==> config.mk <==
export PLATFORM = sky130hd
export DESIGN_NAME = data_split
export DESIGN_NICKNAME = d
export VERILOG_FILES = /design/src/rtl/data_split.sv
export SDC_FILE = /design/constraint.sdc
export NUM_CORES = 1
export LEC_CHECK = 0
export BUFFER_PORTS_ARGS = -buffer_cell sky130_fd_sc_hd__buf_2
export CAP_MARGIN = 20
export CORE_MARGIN = 3
export CORE_UTILIZATION = 53
export DETAILED_ROUTE_END_ITERATION = 10
export GPL_TIMING_DRIVEN = 0
export PLACE_DENSITY = 0.74
export SYNTH_ARGS = -nofsm -noshare
export SYNTH_HDL_FRONTEND = slang
export SYNTH_SLANG_ARGS = --single-unit
==> constraint.sdc <==
create_clock -name clk -period 2.5 [get_ports clk]
set_input_delay 0 -clock clk [delete_from_list [all_inputs] [get_ports clk]]
set_output_delay 0 -clock clk [all_outputs]
set_load 0.02 [all_outputs]
==> src/rtl/data_split.sv <==
// data_split: width-reducing gearbox that repacks IN_W-bit words into OUT_W-bit words, MSB-first, contiguous stream.
// Latency: the first output word is valid the cycle after the first accepted input word (IN_W >= OUT_W).
// Backpressure: rdy_src drops when the bit buffer cannot take a whole input word; data_out is held while rdy_sink=0.
//
// Ports:
//   clk, rst                     rising-edge clock, asynchronous active-high reset
//   data_in, valid_src, rdy_src  source word handshake (data_in[IN_W-1] is first in stream order)
//   data_out, valid_sink, rdy_sink  sink word handshake (data_out[OUT_W-1] is first in stream order)
//   last_src, last_sink          only with DATA_SPLIT_LAST_EN: end-of-stream marker in, final word marker out
//
// Optional feature macro: DATA_SPLIT_LAST_EN. When defined, an accepted last_src flushes the residual
// bits as a zero-padded final word and blocks the source until that word has been taken.
module data_split #(
    parameter int IN_W  = 23,
    parameter int OUT_W = 16
) (
    input  logic             clk,
    input  logic             rst,
    input  logic [IN_W-1:0]  data_in,
    input  logic             valid_src,
    output logic             rdy_src,
    output logic [OUT_W-1:0] data_out,
    output logic             valid_sink,
    input  logic             rdy_sink
`ifdef DATA_SPLIT_LAST_EN
    ,
    input  logic             last_src,
    output logic             last_sink
`endif
);

    localparam int BUF_W  = IN_W + OUT_W - 1;
    localparam int FILL_W = $clog2(BUF_W + 1);

    localparam logic [FILL_W-1:0] OUT_F  = FILL_W'(OUT_W);
    localparam logic [FILL_W-1:0] IN_F   = FILL_W'(IN_W);
    localparam logic [FILL_W-1:0] ROOM_F = FILL_W'(BUF_W - IN_W);

    // Valid bits are left-justified: bit_buf[BUF_W-1] is the oldest bit.
    logic [BUF_W-1:0]  bit_buf;
    logic [BUF_W-1:0]  buf_sh;
    logic [BUF_W-1:0]  buf_nx;
    logic [BUF_W-1:0]  word_ext;
    logic [FILL_W-1:0] fill;
    logic [FILL_W-1:0] fill_sh;
    logic [FILL_W-1:0] fill_nx;
    logic              has_word;
    logic              space;
    logic              in_fire;
    logic              out_fire;

    assign has_word = (fill >= OUT_F);

    // A word leaving this cycle frees OUT_W bits, so the source may be accepted
    // against the post-shift fill; this rdy_sink->rdy_src path keeps one word per cycle.
    assign space = (fill <= ROOM_F) | (out_fire & has_word & ((fill - OUT_F) <= ROOM_F));

`ifdef DATA_SPLIT_LAST_EN
    logic flush;

    // During a flush, any residual bits form a final word; bits below fill are kept zero,
    // so the padding comes for free from the buffer contents.
    assign valid_sink = has_word | (flush & (|fill));
    assign rdy_src    = ~flush & space;
    assign last_sink  = flush & valid_sink & (fill <= OUT_F);

    always_ff @(posedge clk or posedge rst) begin
        if (rst) begin
            flush <= 1'b0;
        end else if (in_fire & last_src) begin
            flush <= 1'b1;
        end else if (out_fire & last_sink) begin
            flush <= 1'b0;
        end
    end
`else
    assign valid_sink = has_word;
    assign rdy_src    = space;
`endif

    assign in_fire  = valid_src & rdy_src;
    assign out_fire = valid_sink & rdy_sink;
    assign data_out = valid_sink ? bit_buf[BUF_W-1 -: OUT_W] : '0;

    always_comb begin
        word_ext = '0;
        word_ext[BUF_W-1 -: IN_W] = data_in;
    end

    // Shift out first, then append the new word directly below the remaining bits.
    always_comb begin
        fill_sh = fill;
        buf_sh  = bit_buf;
        if (out_fire) begin
            fill_sh = has_word ? (fill - OUT_F) : '0;
            buf_sh  = bit_buf << OUT_W;
        end
        buf_nx  = buf_sh;
        fill_nx = fill_sh;
        if (in_fire) begin
            buf_nx  = buf_sh | (word_ext >> fill_sh);
            fill_nx = fill_sh + IN_F;
        end
    end

    always_ff @(posedge clk or posedge rst) begin
        if (rst) begin
            bit_buf <= '0;
            fill    <= '0;
        end else begin
            bit_buf <= buf_nx;
            fill    <= fill_nx;
        end
    end

endmodule

Word level (Yosys, flattened, before mapping)
Index checks and enable logic that the tools add are counted.
Widths: inputs -> output; s select.
{ "op_classes": {"n_addsub": 2, "magnitude_cmp": 3, "n_shift": 1, "bitwise": 6, "muxes": 6} }
{ "ops": {"columns": ["cell", "count"], "rows": [
  ["$mux 38", 2],
  ["$or 38x38->38", 1],
  ["$shr 38x6->38", 1],
  ["$mux 6", 3],
  ["$mux 16", 1],
  ["$le 6x4->1 const B", 2],
  ["$add 6x5->6 const B", 1],
  ["$ge 6x5->1 const B", 1],
  ["$sub 6x5->6 const B", 1],
  ["$and 1x1->1", 4],
  ["$or 1x1->1", 1]
]} }
{ "totals": {"input_bits": 27, "ff_bits": 44, "output_inout_bits": 18, "wordCells": 20} }

Depth between registers and ports, before layout
Gate-level depths: netlist of run 1.
{ "logic_depth": {"word_depth": 7, "depth_mapped": 9, "depth_no_buf": 5} }

Least setup slack after synthesis of run 1
No wires, ideal clock.
{ "synth_path": {"kind": "flip-flop to flip-flop", "from": "reg fill[0]", "to": "reg bit_buf[10]", "arrival_ns": 1.777, "slack_ns": 0.589, "n_path_buf": 1, "stages_incl_launch_ff": 6, "path_cell_list": "dfrtp_1 -> buf_2 -> mux4_2 -> mux2_2 -> a221oi_1 -> o21ai_0"} }
{ "synth_between": {"elab_chain_cells": 7} }
{ "synth_lines": {"columns": ["item", "line_no", "text"], "rows": [
  ["from (decl)", "44", "logic [FILL_W-1:0] fill;"],
  ["from (signal assigned)", "112", "fill <= fill_nx;"],
  ["parallel branches: the longest is 6 deep, another holds $sub 6x5->6", null, null],
  ["$mux 38 (*)", "100", "if (in_fire) begin"],
  ["net buf_nx[10]", "42", "logic [BUF_W-1:0] buf_nx;"],
  ["to (signal assigned)", "111", "bit_buf <= buf_nx;"],
  ["to (decl)", "40", "logic [BUF_W-1:0] bit_buf;"]
]} }
Mark *: on every way through the listed nets, which the timed path passes.

Worst setup path in the final report of run 1
Ends and elaborated chain as after synthesis.

==> impl_metrics.json, run 1 <==
{
  "status": "finished clean",
  "worstMarginPinSlew_ps": 779,
  "place_area_mm2": 0.00387,
  "ant_nets": 0,
  "clock-sinks": 44,
  "crit_start": "fill[0]$_DFF_PP0_",
  "vias_per_cell": 6.36,
  "setup_tns_ps": 0,
  "maxCapViolations": 0,
  "grt_pass1_vias": 3162,
  "setup.worst_path.end": "bit_buf[10]$_DFF_PP0_",
  "max_slew_margin": 0.479,
  "io_buffer_count": 44,
  "synth_ff_type": "dfrtp_1",
  "numCtsBuffers": 5,
  "wl_met2_mm": 4.93,
  "synth_area_leaders": "dfrtp_1 (31%), mux4_2 (13%), mux2i_1 (8.2%), nand2_1 (6.2%), mux2_2 (5.1%)",
  "wl_per_cell_um": 20.9,
  "slew_viol_final": 0,
  "via_count": 3238,
  "skew_ps": 8.49,
  "htree_levels": 2,
  "async_flop_share": 1.00,
  "netlist_instances": 379,
  "rrSetupSlack_ps": 90,
  "seq_area_frac_synth": 0.312,
  "design_area_mm2": 0.00401,
  "rows": 29,
  "period_minus_slack_ps": 2410,
  "layout-drive-gt1-share": 0.262,
  "synth_top_area_frac": 0.312,
  "rr_endpoint": "bit_buf[10]$_DFF_PP0_",
  "postSynthAreaPerCell_um2": 9.30,
  "ys_types": 51,
  "rsz0062_at_grt": "no",
  "critical_path_required_ps": 2660,
  "cts.clk_slew.worst_paths_ps": 90,
  "initial_core_util": 0.552,
  "fp.dieW_um": 87.6,
  "peakVddDrop_mv": 1.33,
  "tritoncts": "yes",
  "synth-edff-count": 0,
  "max_freq_mhz": 415,
  "clkLatencyLatePin_ps": 300,
  "grt_max_degree": 25,
  "critPathKind": "reg -> reg",
  "dieArea_mm2": 0.00767,
  "finalSetupViolations": 0,
  "antenna_found_initial": 0,
  "wl_met3_um": 732,
  "grt_pass1_wl_mm": 17.3,
  "area_growth_pct": 13.7,
  "hold_class": "in -> reg",
  "r2r_cells": 5,
  "firstDrtPassIters": 5,
  "gp_congestion": 0.973,
  "die_y_um": 87.6,
  "fin_crit_sh": 0.963,
  "fin_nets": 460,
  "grt_usage": 0.295,
  "drc_errors": 0,
  "hpwl_mm": 8.24,
  "crit_arrival_ps": 2570,
  "start_kind": "flop",
  "yosys_warnings": 0,
  "power.density_mw_per_mm2": 1480,
  "cts_setup_buffers": 0,
  "synth_top_area_cell": "dfrtp_1",
  "rr_startpoint": "fill[0]$_DFF_PP0_",
  "worstPathMaxFanout": 10,
  "ys_ff_latch": 44,
  "top_layer_used": "met4",
  "wl_mm": 10.6,
  "wl_met1_mm": 4.64,
  "syn_area_mm2": 0.00352,
  "core-area_mm2": 0.00639,
  "overflow": 0,
  "end_kind": "flop",
  "clk_path_buf_depth": 2,
  "antenna_cells": 0,
  "synth.net_count": 407,
  "first_iter_violations": 215,
  "cts_root_buf": "clkbuf_8",
  "ioPinCount": 45,
  "cellLeakagePower_nw": 1.76,
  "hold_viol_final": 0
}
==> flip-flops by register name (all words and copies together) (netlist names) <==
register	count
bit_buf	38
fill	6
==> routing by layer <==
metal  GRT usage  up-vias
li1            -     1490
met1       0.408     1561
met2       0.477      158
met3      0.0433       29
met4       0.102        0
met5           0        -
==> placed cells by master (no fill, tap or decap), types with 14 or more instances in the layout <==
cell type,instances
buf_2,49
dfrtp_1,44
mux2_2,16
mux2i_1,29
mux4_2,21
nand2_1,58
nor2_1,39
nor2b_1,17
o21ai_0,25
o22ai_1,14
==> where the power goes <==
part	leakage, nW	switching [W]	total (W)	internal (W)
combinational	1.16	0.00238	0.00404	0.00166
sequential	0.533	0.000187	0.00124	0.00105
clock	0.0642	0.000261	0.000654	0.000394
total	1.76	0.00283	0.00593	0.00310
==> cell type report <==
class,instances,area [um2]
Buffer,30,194
Fill cell,578,2380
Multi-Input combinational cell,297,2200
Timing Repair Buffer,46,258
Clock buffer,5,68.8
Tap cell,77,96.3
Sequential cell,44,1100
Clock inverter,2,60.1
Inverter,8,30.0
==> worst min-delay path by stage <==
stage	startpoint	endpoint	slack, ps	cells past startpoint
3_5_place_dp	rst	bit_buf[37]$_DFF_PP0_	50	2
4_1_cts	data_in[22]	bit_buf[37]$_DFF_PP0_	80	3
5_1_grt	data_in[22]	bit_buf[37]$_DFF_PP0_	100	3
3_3_place_gp	data_in[22]	bit_buf[37]$_DFF_PP0_	390	3
2_1_floorplan	data_in[22]	bit_buf[37]$_DFF_PP0_	160	2
6_report	data_in[22]	bit_buf[37]$_DFF_PP0_	90	3
==> Yosys cell counts, types with 2 or more instances <==
library cell  number
a21oi_2            2
o22ai_1           14
a221oi_1           2
nor2_1            39
mux2i_1           29
mux2_2            16
nor2b_1           17
buf_4              5
o21ai_0           25
dfrtp_1           44
mux4_2            21
nand2_1           58
o21ai_1            2
buf_6              4
and2_1             2
a21oi_1           10
mux2_4             2
o221ai_1           3
clkbuf_1          13
xnor2_1            3
inv_1              7
nor3_1             4
nand3_1           13
buf_2              5
a211oi_1           2
nand3b_1           3
a22oi_1            4
o211ai_1           3
a31oi_1            5
==> worst max-delay path, stage by stage (launching register included) <==
cell      delay (ps)
dfrtp_1          400
buf_2            340
mux4_2           610
mux2_2           290
a221oi_1         470
o21ai_0          170
==> what timing repair did <==
action,CTS,global route
hold buffers,1,0
gates resized for setup,0,0
endpoints found under the setup margin,0,0
hold endpoints to repair,20,0
==> cells by family after synthesis <==
group           synth area share
flops                      0.312
xor+xnor                 0.00746
simple gates               0.182
buf+inv                   0.0635
compound gates             0.144
fa+ha+maj                0.00355
mux                        0.287
==> per-stage QoR <==
step / worst slack [ps] / std cells / hold slack, ps / utilization / power (W)
floorplan: 589 / 379 / 157 / - / 0.00415
global placement: 220 / 500 / 393 / 0.601 / 0.00517
detailed placement: 169 / 501 / 53.4 / 0.606 / 0.00522
CTS: 158 / 509 / 76.7 / 0.628 / 0.00587
global route: 5.88 / 509 / 97.0 / 0.628 / 0.00633
finish: 91.5 / 509 / 94.9 / 0.628 / 0.00593
(Power assumes the default switching activity.)
==> run 2, diff against run 1 <==
Settings changed: ABC_AREA from default to 1, PLACE_DENSITY 0.74 to 0.75.
==> run 2 against run 1 <==
Sequential share of layout area is 3.3 points higher; die area is 9.9% lower; register-to-register slack better by 530 ps; critical path depth is 6 higher; worst setup slack gained 530 ps; largest power group unchanged.
==> impl_metrics.json, run 2 <==
{
  "ioPinCount": 45,
  "io_buffer_count": 44,
  "fin_crit_sh": 0.750,
  "rrSetupSlack_ps": 630,
  "max_freq_mhz": 534,
  "setup_tns_ps": 0,
  "crit_arrival_ps": 2060,
  "netlist_instances": 484,
  "critPathKind": "reg -> reg",
  "pre_cts_ws_ps": 696,
  "clkLatencyLatePin_ps": 300,
  "seq_area_frac_synth": 0.350,
  "wl_mm": 9.10,
  "antenna_cells": 0,
  "cts_hold_buf": 1,
  "synth_top_area_cell": "dfrtp_1",
  "end_kind": "flop",
  "crit_start": "fill[0]$_DFF_PP0_",
  "htree_levels": 2,
  "gp_congestion": 0.983,
  "period_minus_slack_ps": 1870,
  "setup.worst_path.end": "bit_buf[15]$_DFF_PP0_",
  "ys_top_cells_by_count": "nand2_1 (175), nand3_1 (92), dfrtp_1 (44)",
  "r2r_cells": 11,
  "wl_per_cell_um": 14.9,
  "start_kind": "flop",
  "hpwl_mm": 7.33,
  "skew_ps": 14.7,
  "initial_core_util": 0.558,
  "cts_root_buf": "clkbuf_8",
  "yosys_warnings": 0,
  "top_regs": "bit_buf x38, fill x6",
  "finalSetupViolations": 0,
  "max_slew_margin": 0.666,
  "postSynthAreaPerCell_um2": 6.51,
  "vias_per_cell": 5.68,
  "antenna_found_initial": 0,
  "tritoncts": "yes",
  "rr_endpoint": "bit_buf[15]$_DFF_PP0_",
  "largest_reg_flops": 38,
  "rsz0062_at_grt": "no",
  "maxCapViolations": 0,
  "fin_nets": 565,
  "final_common_cell": "nand2_1",
  "firstDrtPassIters": 5,
  "numCtsBuffers": 5,
  "slew_viol_final": 0,
  "syn_area_mm2": 0.00315,
  "ys_ff_latch": 44,
  "via_count": 3465,
  "regMostFlops": "bit_buf",
  "status": "finished clean",
  "dieArea_mm2": 0.00690,
  "rows": 27,
  "async_flop_share": 1.00,
  "clock-sinks": 44,
  "layout-drive-gt1-share": 0.158,
  "power.density_mw_per_mm2": 1490,
  "worstMarginPinSlew_ps": 498,
  "peakVddDrop_mv": 0.633,
  "grt_usage": 0.272,
  "hold_viol_final": 0,
  "postLayoutSetupSlackWorst_ps": 626,
  "drc_errors": 0,
  "grt_pass1_vias": 3257,
  "cts_setup_buffers": 0,
  "cts.clk_slew.worst_paths_ps": 90,
  "synth-edff-count": 0,
  "ant_nets": 0,
  "synth_top_area_frac": 0.350,
  "grt_pass1_wl_mm": 15.2,
  "first_iter_violations": 379,
  "synth_area_leaders": "dfrtp_1 (35%), nand2_1 (21%), nand3_1 (15%), inv_1 (4.1%), nor2_1 (3.7%)",
  "synth.net_count": 512,
  "grt_max_degree": 31,
  "synth.most_common_cell": "nand2_1",
  "die_y_um": 83.1,
  "post_cts_resized": 0,
  "worstPathMaxFanout": 10,
  "area_growth_pct": 13.6,
  "critical_path_required_ps": 2690,
  "final_cell_mix": "nand2_1 (175), nand3_1 (92), buf_2 (50)",
  "clk_path_buf_depth": 2,
  "ys_types": 32,
  "fp.dieW_um": 83.1,
  "synth_ff_type": "dfrtp_1",
  "cellLeakagePower_nw": 1.88,
  "core-area_mm2": 0.00564,
  "rr_startpoint": "fill[0]$_DFF_PP0_",
  "overflow": 0,
  "hold_class": "in -> reg"
}
[run 2: layout make-up]
cell class	count	area (um2)
clock buffer	6	72.6
fill	569	2060
tap	72	90.1
clock inverter	2	16.3
multi-input combinational	373	1740
sequential	44	1100
buffer	27	154
inverter	40	153
timing repair buffer	46	250
[run 2: stage by stage]
step	hold slack (ps)	utilization	std cells	power (W)	area [um2]
floorplan	221	-	484	0.00386	3150
CTS	99.6	0.634	610	0.00528	3580
finish	106	0.634	610	0.00533	3580
detailed placement	-6.40	0.617	601	0.00482	3480
global route	116	0.634	610	0.00582	3580
global placement	391	0.613	600	0.00477	3460
[run 2: power breakdown]
part / internal [W] / switching (W) / total, W
clock: 0.000199 / 0.000244 / 0.000443
sequential: 0.00105 / 0.000152 / 0.00121
combinational: 0.00117 / 0.00250 / 0.00368
total: 0.00243 / 0.00290 / 0.00533
[run 2: worst max-delay path, stage by stage, from the launching register on]
cell and delay, ps:
dfrtp_1 330, buf_4 170, inv_4 70, buf_4 180
nand2_1 80, nand3_1 70, o21ai_1 110, nor2_1 70
a31oi_1 390, nand2_1 100, nand3_1 110, o21ai_1 70
[run 2: kinds of logic (layout without fill, tap and decap cells)]
kind of cell | after synthesis | after routing | share of synthesized area
xor gates and xnor gates | 2 | 2 | 0.00556
buffers and inverters | 67 | 121 | 0.0973
and+or+nand+nor | 313 | 313 | 0.431
AOI/OAI and AO/OA | 57 | 57 | 0.113
adders and majority gates | 1 | 1 | 0.00397
DFF | 44 | 44 | 0.350
[run 2: per-layer routing]
layer,part of all wire,global-route usage,up-vias
li1,-,-,1691
met1,0.44,0.382,1607
met2,0.45,0.425,151
met3,0.083,0.0456,16
met4,0.020,0.0921,0
met5,0,0,-
[run 2: worst min-delay path by stage]
stage                                       end         from  cells after the start
after detailed placement  bit_buf[30]$_DFF_PP0_          rst                      2
after global placement        fill[4]$_DFF_PP0_     rdy_sink                      3
after CTS                     fill[4]$_DFF_PP0_     rdy_sink                      3
final                         fill[4]$_DFF_PP0_     rdy_sink                      3
after global routing          fill[4]$_DFF_PP0_     rdy_sink                      3
after floorplan           bit_buf[37]$_DFF_PP0_  data_in[22]                      2
